<file path="src/rtl/obi_demux_tracked.sv">
// OBI 1-to-N demultiplexer. A select FIFO records the target of every granted request so
// responses are steered back to the manager in request order.
package obi_pkg;
    typedef struct packed {
        logic UseRReady;
        logic Integrity;
    } obi_cfg_t;

    localparam obi_cfg_t ObiDefaultConfig = '{UseRReady: 1'b1, Integrity: 1'b0};

    typedef struct packed {
        logic [31:0] addr;
        logic        we;
        logic [3:0]  be;
        logic [31:0] wdata;
    } obi_a_chan_t;

    typedef struct packed {
        logic [31:0] rdata;
        logic        err;
    } obi_r_chan_t;

    typedef struct packed {
        logic        req;
        obi_a_chan_t a;
        logic        rready;
    } obi_req_t;

    typedef struct packed {
        logic        gnt;
        logic        rvalid;
        obi_r_chan_t r;
    } obi_rsp_t;
endpackage

module obi_demux_tracked #(
    parameter obi_pkg::obi_cfg_t ObiCfg      = obi_pkg::ObiDefaultConfig,
    parameter type               obi_req_t   = obi_pkg::obi_req_t,
    parameter type               obi_rsp_t   = obi_pkg::obi_rsp_t,
    parameter int unsigned       NumMstPorts = 2,
    parameter int unsigned       NumMaxTrans = 4,
    parameter type               select_t    = logic [$clog2(NumMstPorts)-1:0]
) (
    input  logic                             clk_i,
    input  logic                             rst_ni,
    input  select_t                          slv_port_select_i,
    input  obi_req_t                         slv_port_req_i,
    output obi_rsp_t                         slv_port_rsp_o,
    output obi_req_t                         mst_ports_req_o [NumMstPorts],
    input  obi_rsp_t                         mst_ports_rsp_i [NumMstPorts],
    output logic [$clog2(NumMaxTrans+1)-1:0] in_flight_o
);
    localparam bit          UseRReady = ObiCfg.UseRReady;
    localparam int unsigned PtrW      = (NumMaxTrans > 1) ? $clog2(NumMaxTrans) : 1;
    localparam int unsigned CntW      = $clog2(NumMaxTrans + 1);

    typedef logic [PtrW-1:0] ptr_t;
    typedef logic [CntW-1:0] cnt_t;

    if (ObiCfg.Integrity) begin : gen_integrity_unsupported
        $fatal(1, "obi_demux_tracked: integrity signalling is not supported");
    end
    if (NumMstPorts < 2) begin : gen_bad_ports
        $fatal(1, "obi_demux_tracked: NumMstPorts must be at least 2");
    end
    if (NumMaxTrans < 1) begin : gen_bad_depth
        $fatal(1, "obi_demux_tracked: NumMaxTrans must be at least 1");
    end

    select_t  fifo_mem [NumMaxTrans];
    ptr_t     wptr_q, rptr_q;
    cnt_t     count_q;
    select_t  last_sel_q;

    logic     full, empty, allow, push, pop, sel_gnt, slv_rvalid;
    select_t  head;
    obi_rsp_t head_rsp;

    function automatic ptr_t ptr_inc(input ptr_t p);
        return (p == ptr_t'(NumMaxTrans - 1)) ? '0 : p + ptr_t'(1);
    endfunction

    assign full       = (count_q == cnt_t'(NumMaxTrans));
    assign empty      = (count_q == '0);
    assign head       = fifo_mem[rptr_q];
    assign slv_rvalid = !empty && head_rsp.rvalid;
    assign pop        = slv_rvalid && (slv_port_req_i.rready || !UseRReady);
    // Without rready a target switch must wait for the previous target to drain; the
    // count==1 pop case lets the last response and the new request overlap.
    assign allow      = !full && (UseRReady || empty || (slv_port_select_i == last_sel_q)
                                  || ((count_q == cnt_t'(1)) && pop));
    assign push       = slv_port_req_i.req && allow && sel_gnt;
    assign in_flight_o = count_q;

    always_comb begin
        sel_gnt  = 1'b0;
        head_rsp = '0;
        for (int unsigned i = 0; i < NumMstPorts; i++) begin
            if (slv_port_select_i == select_t'(i)) sel_gnt = mst_ports_rsp_i[i].gnt;
            if (head == select_t'(i)) head_rsp = mst_ports_rsp_i[i];
        end
    end

    always_comb begin
        slv_port_rsp_o        = head_rsp;
        slv_port_rsp_o.gnt    = allow && sel_gnt;
        slv_port_rsp_o.rvalid = slv_rvalid;
    end

    // Only the FIFO-head port sees rready, so later targets hold their responses.
    always_comb begin
        for (int unsigned i = 0; i < NumMstPorts; i++) begin
            mst_ports_req_o[i] = '0;
            if (allow && (slv_port_select_i == select_t'(i))) begin
                mst_ports_req_o[i].req = slv_port_req_i.req;
                mst_ports_req_o[i].a   = slv_port_req_i.a;
            end
            mst_ports_req_o[i].rready = UseRReady
                ? (slv_port_req_i.rready && !empty && (head == select_t'(i)))
                : 1'b1;
        end
    end

    always_ff @(posedge clk_i) begin
        if (push) fifo_mem[wptr_q] <= slv_port_select_i;
    end

    always_ff @(posedge clk_i or negedge rst_ni) begin
        if (!rst_ni) begin
            wptr_q     <= '0;
            rptr_q     <= '0;
            count_q    <= '0;
            last_sel_q <= '0;
        end else begin
            if (push) begin
                wptr_q     <= ptr_inc(wptr_q);
                last_sel_q <= slv_port_select_i;
            end
            if (pop) rptr_q <= ptr_inc(rptr_q);
            if (push && !pop)      count_q <= count_q + cnt_t'(1);
            else if (pop && !push) count_q <= count_q - cnt_t'(1);
        end
    end

    a_no_push_full: assert property (@(posedge clk_i) disable iff (!rst_ni) !(push && full));
    a_no_pop_empty: assert property (@(posedge clk_i) disable iff (!rst_ni) !(pop && empty));
endmodule

</file>
<file path="config.mk">
export PLATFORM = sky130hd
export DESIGN_NAME = obi_demux_tracked
export DESIGN_NICKNAME = d
export VERILOG_FILES = /design/src/rtl/obi_demux_tracked.sv
export SDC_FILE = /design/constraint.sdc
export NUM_CORES = 1
export LEC_CHECK = 0
export ABC_AREA = 1
export BUFFER_PORTS_ARGS = -buffer_cell sky130_fd_sc_hd__buf_2
export CORE_AREA = 2 2 125 127
export CTS_CLUSTER_SIZE = 25
export DETAILED_ROUTE_END_ITERATION = 16
export DIE_AREA = 0 0 127 129
export PLACE_DENSITY = 0.48
export SYNTH_ARGS = -nofsm -noshare
export SYNTH_HDL_FRONTEND = slang
export SYNTH_SLANG_ARGS = --single-unit
</file>
<file path="constraint.sdc">
create_clock -name clk_i -period 2.4 [get_ports clk_i]
set_clock_uncertainty 0.05 [all_clocks]
set_input_delay 0.12 -clock clk_i [delete_from_list [all_inputs] [get_ports clk_i]]
set_output_delay 0.12 -clock clk_i [all_outputs]
set_load 0.005 [all_outputs]
</file>
Word-level counts from Yosys, hierarchy flattened
Memory sizes are Yosys's and may differ from the RTL's.
Cells that the tools add are included.
- bitwise operators: 2
- reductions and logical operators: 18
- add/subtract/negate cells: 4
- equal/unequal tests: 3
- muxes and demuxes: 10
- operators with widths (operator ; number):
    $mux W70 ; 2
    $mux W34 ; 1
    $logic_and A1 B1 Y1 ; 12
    $mux W3 ; 2
    $add A2 B1 Y2 const B ; 2
    $eq A2 B2 Y1 const B ; 2
    $logic_not A1 Y1 ; 4
    $mux W2 ; 2
    $add A3 B1 Y3 const B ; 1
    $eq A3 B3 Y1 const B ; 1
    $logic_not A3 Y1 ; 1
    $mux W1 ; 3
    $sub A3 B1 Y3 const B ; 1
    $not A1 Y1 ; 2
    $reduce_bool A2 Y1 ; 1
- flip-flop bits (word level): 7
- output and inout port bits: 180
- memories kept: 1
- memory bits (writable): 4
- logic and storage cells: 41
- input bits: 144
- memories (name ; words ; width ; read ports ; clocked after Yosys merged registers in ; wr ports ; line ; RTL):
    fifo_mem ; 4 ; 1 ; 1 ; 0 ; 1 ; 70 ; select_t fifo_mem [NumMaxTrans];

Longest topological paths before layout
- word-level depth: 8
- mapped depth: 12
- gate-level depth less buffers: 12

Worst setup path after synthesis
OpenSTA, ideal clock, no wires.
- kind: register to register
- from: register rptr_q[0]
- to: register count_q[2] (netlist: in_flight_o[2])
- path buffers: 0
- required time: 2.219 ns
- period minus slack after synthesis: 2.002 ns
- library setup time: 0.131 ns
- cell stages (with the launch flop): 12
- arrival: 1.821 ns
- setup slack: 0.398 ns
- cells stage by stage: dfrtp_1 > nand2_1 > nand3_2 > nand2_4 > nand2_1 > nand3_1 > ha_1 > inv_1 > fa_1 > a21oi_1 > o21ai_0 > xor2_1
- cells in the longest elaborated chain, start to end: 7
- elaborated cells between the ends (all ways): 9
- those cells by class: mux: 2; reduce/logical: 6; memory: 1
- RTL lines (what ; line ; RTL):
    from (decl) ; 71 ; ptr_t wptr_q, rptr_q;
    from (signal assigned) ; 139 ; if (pop) rptr_q <= ptr_inc(rptr_q);
    $mem_v2 Z4 W1 (*) ; -- ;
    $mux W34 (*) ; 100 ; if (head == select_t'(i)) head_rsp = mst_ports_rsp_i[i];
    $logic_and A1 B1 Y1 (*) ; 86 ; assign slv_rvalid = !empty && head_rsp.rvalid;
    $logic_and A1 B1 Y1 (*) ; 87 ; assign pop = slv_rvalid && (slv_port_req_i.rready || !UseRReady);
    $logic_not A1 Y1 ; 140 ; if (push && !pop) count_q <= count_q + cnt_t'(1);
    $logic_and A1 B1 Y1 ; 140 ;
    $mux W3 or $reduce_bool A2 Y1 (tied branches) ; -- ;
    to (signal assigned) ; 140 ;
    to (signal assigned) ; 141 ; else if (pop && !push) count_q <= count_q - cnt_t'(1);
    to (decl) ; 72 ; cnt_t count_q;
Every way passes the cells marked *; elsewhere a longest branch is shown, timed or not.
A chain may end at the register's enable or synchronous reset.

Worst setup path in the final report
- from: register count_q[1] (netlist: in_flight_o[1])
- to: register count_q[1] (netlist: in_flight_o[1])
- cells in the longest elaborated chain, start to end: 7
- elaborated cells between the ends (all ways): 17
- those cells by class: add/sub: 2; eq/ne: 1; mux: 2; reduce/logical: 12
- RTL lines (what ; line ; RTL):
    $eq A3 B3 Y1 (*) ; 83 ; assign full = (count_q == cnt_t'(NumMaxTrans));
    $logic_not A1 Y1 (*) ; 90 ; assign allow = !full && (UseRReady || empty || (slv_port_select_i == last_sel_q)
    $logic_and A1 B1 Y1 (*) (2 in series) ; 92 ; assign push = slv_port_req_i.req && allow && sel_gnt;
    named net push ; 75 ; logic full, empty, allow, push, pop, sel_gnt, slv_rvalid;
    $logic_not A1 Y1 ; 141 ;
    $logic_and A1 B1 Y1 ; 141 ;
    $reduce_bool A2 Y1 (no source line) ; -- ;
The timed path passes the listed nets; every way through them passes the cells marked *. The select of a mux whose other input is x is not followed.

==> results by group <==
Status
  • Outcome: finished, final reports clean

Drt
  • DR pass1 iterations: 4
  • DRC violations left: 0
  • Via density per instance: 3.717
  • Drt total wl: 10.98 mm
  • Routed length per instance: 12.05 um
  • DR vias: 3,386
  • Violation count after the first detailed-route iteration: 102
  • ANT nets after route: 0

Synthesis
  • Number of enable flip-flop cells after synthesis: 4
  • Asr flop ratio synth: 63.64%
  • Syn avg cell area: 4.888 sq um
  • Post-Syn Area: 1989 sq um
  • Post-synth cell types: 26
  • Yosys warnings: 0
  • Commonest register cell after synthesis: dfrtp_1
  • Mapped Cells: 407
  • #FFs+latches synth: 11
  • Seq/Total Area, Yosys: 14.84%
  • Syn_nets: 558

CTS
  • CTS tree: done
  • CTS root buf: clkbuf_16
  • Clk buf depth: 2
  • Clock Latency Late Sink: 0.23 ns
  • H-tree depth: 1
  • Sinks on Clock Net: 11
  • Worst-path clk slew: 0.04 ns
  • CTS Buf Count: 3

Worst hold path
  • Hold Path Class: input port to flop
  • Hold depth: 1
  • Hold EP: fifo_mem[0]
  • Hold path start: slv_port_select_i

GRT
  • Total grt overflow: 0
  • Largest net degree at the start of global routing: 60
  • Antenna violations before repair: 1
  • Vias in the first global route: 2,927
  • GRT Overall Usage: 11.30%
  • First-pass GRT wire length: 14.97 mm

Critical path
  • CP dominant cell by count: nand2_1
  • Worst reg2reg path endpoint: in_flight_o[1]
  • Crit path max-delay family: adder cells
  • R2R Path Start: in_flight_o[1]
  • CP Max Fanout: 5
  • Kind of critical path: flop to flop
  • Crit-path slowest cell: dfrtp_1
  • CP startpoint kind: flop
  • Crit. End Element: flop
  • WP data required: 2.47 ns
  • CP cell instances: nor2_2 > nand2_1 > nand2_1 > nor2_4 > ha_1 > inv_1 > fa_1 > mux2_2
  • R2r setup slk: 0.22 ns
  • Worst path max stage delay: 0.42 ns
  • Arr. time, crit path: 2.25 ns
  • R2R depth: 8
  • CP bufs+invs: 1

Die
  • Core area: 14,980 sq um
  • Die Span Y: 129 um
  • Total die area: 16,380 sq um
  • Starting Density: 13.28%
  • Die Span X: 127 um
  • Io pins: 324
  • FP Rows: 45

Power and ir drop
  • P_int: 1.423 mW
  • Combinational share of power: 77.5%
  • Total power draw: 2.841 mW
  • PwrDens: 729.5 nW/um^2
  • Clock power frac: 10.7%
  • Leak: 2.785 nW
  • Switching share of power: 49.90%
  • P_sw: 1.418 mW
  • Flop pwr share: 11.9%
  • IR drop worst, VDD: 0.2621 mV

STA
  • Slew of the pin with the lowest slew margin: 0.4168 ns
  • Count of final setup violators: 0
  • Period minus WS final: 2.181 ns
  • Hold violation count in the final report: 0
  • Slew HR: 72.11%
  • Fin. max-slew vios: 0
  • Final period util: 90.86%
  • Setup_tns: 0 ns
  • RSZ-0062 raised after global routing: false
  • Max frequency: 458.6 MHz

Cells and area
  • Sequential standard cell area: 295.3 sq um
  • Layout Cells excl Fill: 911
  • Area occupied by multi-input gates: 1256 sq um
  • Fin util: 26.00%
  • Fill cell count: 1,751
  • P&R area growth vs syn: 95.72%
  • Nets: 874
  • Share of layout cells above drive strength 1: 47.92%

Place
  • Placed cells: 905
  • DP HPWL: 9.406 mm
  • IO Port Bufs: 323
  • Gpl congestion: 0.8312

Run
  • Max_cap viols: 0
[Yosys cell counts, types with 4 or more instances]
cell type,instances,area (sq um)
dfrtp_1,7,175.2
nor2_1,143,536.8
nand3_1,6,30.03
edfxtp_1,4,120.1
buf_2,14,70.07
ha_1,6,75.07
buf_4,4,30.03
nand2_1,115,431.7
inv_1,81,304.0
[layout by cell type, fill, tap and decap left out, drive strengths merged]
master	instances
buf	331
nor2	145
nand2	116
inv	83
nand3	8
dfrtp	7
ha	6
edfxtp	4
o21ai	4
clkbuf	4
a21oi	3
nor3b	3
diode	1
or2	1
a22oi	1
nor3	1
xor2	1
xnor2	1
mux2	1
fa	1
dlygate4sd3	1
[power groups by stage]
stage                     combinational (mW)  clock, mW  sequential, mW
after floorplan                         1.27          0           0.331
after global placement                  2.26          0           0.336
after detailed placement                2.23          0           0.340
after CTS                               2.24      0.307           0.337
after global routing                    2.49      0.315           0.352
final                                   2.20      0.303           0.337
[sequential cells by signal (all words and copies together), names as in the netlist]
signal       count
in_flight_o      3
rptr_q           2
wptr_q           2
fifo_mem         4
[through the flow]
stage / area [sq um] / hold WS (ns) / worst slack [ns]
floorplan: 1989 / -0.2256 / 0.3983
global placement: 3797 / -0.08408 / 0.2455
detailed placement: 3797 / -0.08360 / 0.2132
CTS: 3886 / 0.1098 / 0.1875
global route: 3894 / 0.1284 / 0.01243
finish: 3894 / 0.1159 / 0.2195
[logic make-up (layout without fill, tap and decap cells)]
kind of cell	Yosys count	after routing	synth area share (%)
adder cells (fa/ha/maj)	7	7	4.780
XOR/XNOR	2	2	0.8807
other	0	1	0
flip-flops	11	11	14.84
buffers and inverters	104	419	22.52
AO/OA/AOI/OAI	8	8	2.327
AND/OR/NAND/NOR	274	274	54.09
multiplexers	1	1	0.5660
[worst max-delay path by stage]
stage	start	endpoint	slack (ns)	cells past startpoint
global placement	in_flight_o[0]	in_flight_o[2]	0.25	10
floorplan	rptr_q[0]	in_flight_o[2]	0.40	11
CTS	in_flight_o[0]	in_flight_o[2]	0.19	10
finish	in_flight_o[1]	in_flight_o[1]	0.22	8
detailed placement	in_flight_o[0]	in_flight_o[2]	0.21	10
global route	in_flight_o[0]	in_flight_o[2]	0.01	10
[layout make-up]
class | count | share of cell area [%]
antenna | 1 | 0.06427
timing repair buffer | 332 | 43.96
clock buffer | 4 | 2.024
multi-input combinational | 292 | 32.26
tap | 188 | 6.041
sequential | 11 | 7.584
inverter | 83 | 8.066
[layer usage]
layer / share of wire, % / global-route usage [%] / vias to the layer above
met4: 0.67 / 1.681 / 0
met2: 52 / 22.20 / 200
met3: 9.5 / 2.245 / 4
met5: 0 / 0 / -
li1: - / - / 1780
met1: 38 / 12.83 / 1402
[timing repair]
item                       CTS  global route
setup buffers                0             0
setup endpoints to repair    0             1
hold endpoints to repair     7             0
gates resized for setup      0             1
hold buffers                 1             0
(Power assumes the default switching activity.)
